$ cat src/rtl/sequential_divider_pkg.sv
// Shared definitions for the divider slice: FSM encoding and default operand widths
// (the multiplier bench uses the same widths).
package sequential_divider_pkg;

  localparam int unsigned DEF_XW = 10;
  localparam int unsigned DEF_YW = 5;

  typedef enum logic [1:0] {
    IDLE = 2'd0,
    CALC = 2'd1,
    DONE = 2'd2
  } state_t;

endpackage

$ cat src/rtl/sequential_divider_div_step.sv
// One restoring-division step: shift in the next dividend bit, subtract the divisor
// when the partial remainder reaches it.
module div_step #(
  parameter int unsigned YW = 5
) (
  input  logic [YW:0]   part_i,
  input  logic          bit_i,
  input  logic [YW-1:0] div_i,
  output logic [YW:0]   part_o,
  output logic          qbit_o
);

  logic [YW+1:0] shifted;
  logic [YW+1:0] divisor;

  always_comb begin
    shifted = {part_i, bit_i};
    divisor = {2'b00, div_i};
    qbit_o  = (shifted >= divisor);
    part_o  = qbit_o ? (YW+1)'(shifted - divisor) : (YW+1)'(shifted);
  end

endmodule

$ cat src/rtl/sequential_divider.sv
// Multi-cycle unsigned restoring divider: one quotient bit per clock, MSB first,
// with a one-cycle divide-by-zero shortcut.
module sequential_divider
  import sequential_divider_pkg::*;
#(
  parameter int unsigned XW = DEF_XW,
  parameter int unsigned YW = DEF_YW
) (
  input  logic          clk,
  input  logic          rst,
  input  logic          start,
  input  logic [XW-1:0] x,
  input  logic [YW-1:0] y,
  output logic          busy,
  output logic          done,
  output logic [XW-1:0] q,
  output logic [YW-1:0] r,
  output logic          dz
);

  localparam int unsigned CW = (XW > 1) ? $clog2(XW) : 1;
  localparam logic [CW-1:0] LAST = CW'(XW - 1);

  state_t        state_q, state_d;
  logic [XW-1:0] xs_q, xs_d;
  logic [YW-1:0] y_q, y_d;
  logic [YW:0]   part_q, part_d;
  logic [CW-1:0] cnt_q, cnt_d;
  logic [XW-1:0] q_q, q_d;
  logic [YW-1:0] r_q, r_d;
  logic          dz_q, dz_d;

  logic [YW:0]   step_part;
  logic          step_qbit;

  div_step #(.YW(YW)) u_step (
    .part_i (part_q),
    .bit_i  (xs_q[XW-1]),
    .div_i  (y_q),
    .part_o (step_part),
    .qbit_o (step_qbit)
  );

  always_ff @(posedge clk or posedge rst) begin
    if (rst) state_q <= IDLE;
    else     state_q <= state_d;
  end

  always_comb begin
    state_d = state_q;
    case (state_q)
      IDLE:    if (start) state_d = (y == '0) ? DONE : CALC;
      CALC:    if (cnt_q == LAST) state_d = DONE;
      DONE:    state_d = IDLE;
      default: state_d = IDLE;
    endcase
  end

  always_comb begin
    busy = (state_q == CALC);
    done = (state_q == DONE);
  end

  // The dividend register doubles as the quotient shift register; q/r/dz are
  // separate so they hold steady while the next division runs.
  always_comb begin
    xs_d   = xs_q;
    y_d    = y_q;
    part_d = part_q;
    cnt_d  = cnt_q;
    q_d    = q_q;
    r_d    = r_q;
    dz_d   = dz_q;
    case (state_q)
      IDLE: begin
        if (start) begin
          xs_d   = x;
          y_d    = y;
          part_d = '0;
          cnt_d  = '0;
          if (y == '0) begin
            q_d  = '1;
            r_d  = '0;
            dz_d = 1'b1;
          end
        end
      end
      CALC: begin
        xs_d   = {xs_q[XW-2:0], step_qbit};
        part_d = step_part;
        cnt_d  = cnt_q + 1'b1;
        if (cnt_q == LAST) begin
          q_d  = {xs_q[XW-2:0], step_qbit};
          r_d  = step_part[YW-1:0];
          dz_d = 1'b0;
        end
      end
      default: ;
    endcase
  end

  always_ff @(posedge clk or posedge rst) begin
    if (rst) begin
      xs_q   <= '0;
      y_q    <= '0;
      part_q <= '0;
      cnt_q  <= '0;
      q_q    <= '0;
      r_q    <= '0;
      dz_q   <= 1'b0;
    end else begin
      xs_q   <= xs_d;
      y_q    <= y_d;
      part_q <= part_d;
      cnt_q  <= cnt_d;
      q_q    <= q_d;
      r_q    <= r_d;
      dz_q   <= dz_d;
    end
  end

  assign q  = q_q;
  assign r  = r_q;
  assign dz = dz_q;

endmodule

$ cat config.mk
export PLATFORM = sky130hd
export DESIGN_NAME = sequential_divider
export DESIGN_NICKNAME = d
export VERILOG_FILES = /design/src/rtl/sequential_divider_pkg.sv /design/src/rtl/sequential_divider_div_step.sv /design/src/rtl/sequential_divider.sv
export SDC_FILE = /design/constraint.sdc
export NUM_CORES = 1
export LEC_CHECK = 0
export CAP_MARGIN = 30
export CORE_ASPECT_RATIO = 1.2
export CORE_MARGIN = 2
export CORE_UTILIZATION = 35
export CTS_BUF_LIST = sky130_fd_sc_hd__clkbuf_16
export CTS_CLUSTER_SIZE = 28
export DETAILED_ROUTE_END_ITERATION = 8
export SETUP_SLACK_MARGIN = 0.15
export SLEW_MARGIN = 0
export SYNTH_ARGS = -nofsm -noshare
export SYNTH_HDL_FRONTEND = slang
export SYNTH_HIERARCHICAL = 1
export SYNTH_SLANG_ARGS = --single-unit
$ cat constraint.sdc
create_clock -name clk -period 3 [get_ports clk]
set_clock_uncertainty 0.15 [all_clocks]
set_input_delay 0.3 -clock clk [delete_from_list [all_inputs] [get_ports clk]]
set_output_delay 0.3 -clock clk [all_outputs]
set_load 0.005 [all_outputs]
After elaboration in Yosys (flattened, before gate mapping). Index checks and enable logic that the tools add are counted.

Bits in registers: 43. Latch bits: 0. RAM bits: 0. Memory bits (read-only): 0. Input port bits: 18. Output and inout bits: 18. Word-level logic and storage cells: 47. Memories: 0.

$add $sub $neg: 2. $mul: 0. Divide/modulo/power cells: 0. $lt $le $gt $ge: 1. Eq/ne operators: 6. Shifts and indexed selects: 0. Muxes and demuxes: 23. Bitwise logic cells: 0. Reduce and logical (&&, ||, !) cells: 7.

Operators by type and width (number): 2-to-1 mux 10 bit (4); case mux 10 bit (2 select lines) (2); 2-to-1 mux 5 bit (3); 2-to-1 mux 6 bit (2); case mux 6 bit (2 select lines) (1); case mux 5 bit (2 select lines) (1); case mux 4 bit (2 select lines) (1); >= comparator 7 x 5 -> 1 bit (1); 2-to-1 mux 2 bit (3); AND reduction 2 bit (3); subtractor 6 x 5 -> 6 bit (1); logical NOT 5 bit (1); adder 4 x 1 -> 4 bit (second input constant) (1); equality test 4 bit (second input constant) (1); 2-to-1 mux 4 bit (1); inequality test 2 bit (second input constant) (2); case mux 2 bit (2 select lines) (1); AND reduction 4 bit (1); 2-to-1 mux 1 bit (3); equality test 2 x 1 -> 1 bit (second input constant) (1); equality test 2 bit (second input constant) (1); logical NOT 2 bit (1); inequality test 2 x 1 -> 1 bit (second input constant) (1); case mux 1 bit (2 select lines) (1); nonzero test 2 bit (1).

Depth between registers and ports, before layout.
Depth in word-level cells: 4. Gate-level depth with buffers: 9. Depth with buffers taken out: 9.

Modules after synthesis. The synthesis kept the hierarchy.

Modules (own cells, without submodules): sequential_divider (times used 1, cells an instance 236, area an instance 2105.8 um^2, seq. area each 1076.0 um^2); div_step (times used 1, cells an instance 50, area an instance 407.9 um^2, seq. area each 0.0 um^2).

Least setup slack after synthesis. Ideal clock, no wire load.

Path type: flip-flop to flip-flop. Start: reg part_q[3]. End: reg r_q[2] (netlist: r[2]). Library setup time: 0.138 ns. Arrival time: 2.021 ns. Required time: 2.712 ns. Path slack: 0.691 ns. Stages on the path, launching flop included: 8. Buffers on the path: 1. Clock period less this slack: 2.309 ns. Path through: dfrtp_1 ha_1 buf_6 a2111o_4 a31oi_4 mux2_4 nand3_1 o211ai_1.

Longest elaborated chain between the ends: 4.

RTL lines: from (decl) (RTL line sequential_divider.sv:27) `logic [YW:0] part_q, part_d;`; from (signal assigned) (RTL line sequential_divider.sv:114) `part_q <= part_d;`; >= comparator 7 x 5 -> 1 bit (RTL line sequential_divider_div_step.sv:19) `qbit_o = (shifted >= divisor);`; 2-to-1 mux 6 bit (RTL line sequential_divider_div_step.sv:20) `part_o = qbit_o ? (YW+1)'(shifted - divisor) : (YW+1)'(shifted);`; named net step_part[2] (RTL line sequential_divider.sv:33) `logic [YW:0] step_part;`; 2-to-1 mux 5 bit (RTL line sequential_divider.sv:92) `if (cnt_q == LAST) begin`; case mux 5 bit (2 select lines) (RTL line sequential_divider.sv:74) `case (state_q)`; to (signal assigned) (RTL line sequential_divider.sv:117) `r_q <= r_d;`; to (decl) (RTL line sequential_divider.sv:30) `logic [YW-1:0] r_q, r_d;`.

The timed path passes the listed nets, and every way through them passes these cells. The select of a mux whose other input is x is not followed. A chain may end at the register's enable or synchronous reset.

Worst setup path in the final report.
Start: reg state_q[0]. End: out busy.

Longest elaborated chain between the ends: 1.

RTL lines: from (decl) (RTL line sequential_divider.sv:24) `state_t state_q, state_d;`; from (signal assigned) (RTL line sequential_divider.sv:46) `else state_q <= state_d;`; equality test 2 x 1 -> 1 bit (RTL line sequential_divider.sv:60) `busy = (state_q == CALC);`; to (decl) (RTL line sequential_divider.sv:14) `output logic busy,`.

No other way between the ends.

==> out/results.tsv <==
stage	metric	value	unit
drt	via count	2156	
sta	Tcrit/Tclk final	82.6	%
floorplanning	Die Y	96.8	µm
synthesis	register area share after synthesis	42.8	%
placed_design	GPL Wtd Cong	0.847	
drt	drt total wl	6050	µm
clock_network	TritonCTS Buffers	5	
layout	antenna fix cells	0	
grt	largest net degree at the start of global routing	44	
clock_network	clk buf depth	2	
drt	Initial DRC Count	140	
pwr	Net Sw Power	1.54	mW
layout	number of fill cells	675	
pwr	Pleak	1.31	nW
pwr	proportion of power drawn by combinational gates	54.3	%
grt	vias in the first global route	2050	
sta	Hold Vio Cnt, Final	0	
setup_path	critical-path cell list	nand2b_1 -> inv_2 -> clkdlybuf4s50_1	
drt	metal3 WL	301	µm
clock_network	Clock Pin Slew Worst Setup and Hold Paths	60	ps
setup_path	CP Max Fanout	22	
pwr	peak supply drop	0.000452	V
grt	global route overflow	0	
synthesis	#FFs+latches synth	43	
sta	# setup viols final	0	
drt	Max Used Layer	met4	
drt	antenna-violating nets left	0	
setup_path	Crit. End Element	output pin	
pwr	internal power	2.06	mW
sta	Slew Limit Fails	0	
sta	unrepaired setup endpoints after global routing	false	
sta	worst slew pin tran	610	ps
grt	Total GRT Usage	16.6	%
grt	first-pass GRT wire length	10300	µm
setup_path	Reg-to-Reg Start	part_q[3]	
synthesis	Most used DFF post-synth	dfrtp_1	
synthesis	total number of yosys warnings	6	
sta	Max Freq	404	MHz
setup_path	Startpoint Class	flip-flop	
clock_network	CTS Hold Bufs	0	
min_path	Hold WC Path Type	primary input to asynchronous set/reset pin	
drt	wire length on met2	2840	µm
synthesis	Post-synth EDFFs	0	
synthesis	FFs w/ async S/R, synth	100	%
layout	P&R area growth vs syn	21.9	%
floorplanning	Die W	81.4	µm
clock_network	Clock Latency Late Sink	280	ps
placed_design	port bufs	35	
clock_network	CTS H-tree depth	2	
placed_design	DPL Wire Length	4080	µm
synthesis	Syn Std Cell Area	2510	µm²
sta	Slew HR	59.3	%
pwr	clock power share	14.5	%
pwr	sw frac	42.8	%
setup_path	reg2reg path depth	6	
setup_path	slowest cell on the critical path	dfrtp_1	
setup_path	Critical R2R Capture	r[2]	
drt	WL/cell	15.1	µm
setup_path	WS Path Type	flip-flop to output pin	
clock_network	CTS root buf	clkbuf_16	
run	MaxCap Viol Count	0	
floorplanning	core area	6900	µm²
synthesis	unique cell type count in the Yosys netlist	44	
layout	share of cells above drive strength 1	7.32	%
layout	final non-filler cell total	401	
status	status	completed	
synthesis	Mapped Avg Cell Area	8.79	µm²
drt	first-pass iteration count of the detailed router	4	
clock_network	post-CTS sizing	0	
sta	Final min period	2480	ps
floorplanning	die area	7880	µm²
clock_network	CTS tree	done	
grt	antenna violations before repair	0	
synthesis	Post-Syn Instances	286	
floorplanning	IO Pins	36	
sta	setup TNS	0	ps
pwr	sequential group share of total power	31.2	%
setup_path	CP Data Required Time	2550	ps
pwr	pwr dens	1170	nW/µm²
setup_path	Worst path max stage delay	660	ps
synthesis	syn_nets	313	
clock_network	Sink Count	43	
drt	drc violations	0	
clock_network	post-CTS setup buffers	0	
setup_path	R2R Setup Slk	540	ps
layout	nets	340	
drt	Via density	5.38	
floorplanning	FP Rows	33	
drt	met1 WL	2850	µm
setup_path	CP arrival	2030	ps
placed_design	dpl cells	393	
floorplanning	initial core utilization	36.5	%
-- layout by cell type (no fill, tap or decap), drive strengths merged, types with 2 or more instances in the layout --
cell and count:
a211o 2, a211oi 21, a21oi 7, a31oi 11, buf 7, clkbuf 5
clkdlybuf4s50 35, clkinv 2, dfrtp 43, ha 8, inv 14, mux2 2
mux2i 2, nand2 54, nand2b 3, nand3 14, nand3b 2, nor2 17
nor2b 7, nor3 20, o211ai 5, o21ai 15, o2bb2ai 2
-- worst max path at each step --
stage,startpoint,to
6_report,state_q[0],busy
5_1_grt,state_q[0],busy
4_1_cts,state_q[0],busy
3_5_place_dp,part_q[3],r[2]
3_3_place_gp,part_q[3],r[2]
2_1_floorplan,part_q[3],r[2]
-- power by group through the flow --
stage                     logic [mW]  registers [mW]  clock network, mW
final                           1.95            1.12              0.520
after global routing            2.20            1.16              0.555
after CTS                       1.96            1.12              0.532
after detailed placement        1.95            1.13                  0
after global placement          1.90            1.13                  0
after floorplan                 1.48            1.05                  0
-- logic make-up (layout without fill, tap and decap cells) --
kind of cell,after synthesis,count (layout),synth area share (%)
simple gates,124,124,22.9
mux,4,4,1.99
compound gates,69,69,19.9
flops,43,43,42.8
xor+xnor,2,2,0.697
buf+inv,35,63,6.92
fa+ha+maj,9,9,4.78
-- routing by layer --
layer / GRT usage, % / vias up
met3: 3.73 / 6
met1: 23.6 / 1031
li1: - / 1064
met4: 4.82 / 0
met5: 0 / -
met2: 25.2 / 55
-- cell usage after synthesis, types with 2 or more instances --
cell | number | share of area, %
nor2_1 | 17 | 2.5
nor2b_1 | 7 | 1.7
o211ai_1 | 5 | 1.5
nand3b_1 | 2 | 0.60
mux2_4 | 2 | 1.2
buf_2 | 10 | 2.0
ha_1 | 8 | 4.0
buf_4 | 4 | 1.2
nand2b_1 | 3 | 0.75
dfrtp_1 | 43 | 43
a211oi_1 | 21 | 6.3
o21ai_0 | 13 | 2.6
a31oi_1 | 10 | 2.5
buf_6 | 2 | 0.90
nand3_1 | 14 | 2.8
nor3_1 | 20 | 4.0
nand2_1 | 54 | 8.1
clkbuf_1 | 6 | 0.90
a21oi_1 | 7 | 1.4
mux2i_1 | 2 | 0.80
o2bb2ai_1 | 2 | 0.70
inv_1 | 12 | 1.8
-- sequential cells by signal, indices dropped and copies added (netlist names) --
register / count
part_q: 6
dz: 1
q: 10
r: 5
xs_q: 10
state_q: 2
y_q: 5
cnt_q: 4
-- stage by stage --
step	setup WS [ps]	util [%]	hold WS [ps]	power, mW	cell area (µm²)
2_1_floorplan	691	-	255	2.53	2510
4_1_cts	524	44.4	329	3.62	3060
3_3_place_gp	573	42.0	314	3.03	2900
5_1_grt	373	44.4	360	3.92	3060
6_report	523	44.4	305	3.59	3060
3_5_place_dp	543	42.4	314	3.08	2930
-- worst max-delay path, delay by kind of cell (launching register included) --
| kind | cells | cell delay, ps |
|---|---|---|
| DFF | 1 | 660 |
| buffers and inverters | 2 | 920 |
| and+or+nand+nor | 1 | 150 |
-- area by class of cell --
type,instances,area (µm²),share of cell area [%]
multi-input combinational,208,1270,41.5
sequential,43,1080,35.1
timing repair buffer,42,423,13.8
clock buffer,5,125,4.08
tap,87,109,3.55
inverter,13,48.8,1.59
clock inverter,3,11.3,0.368
Note: power is estimated with default switching activity, not from simulation.
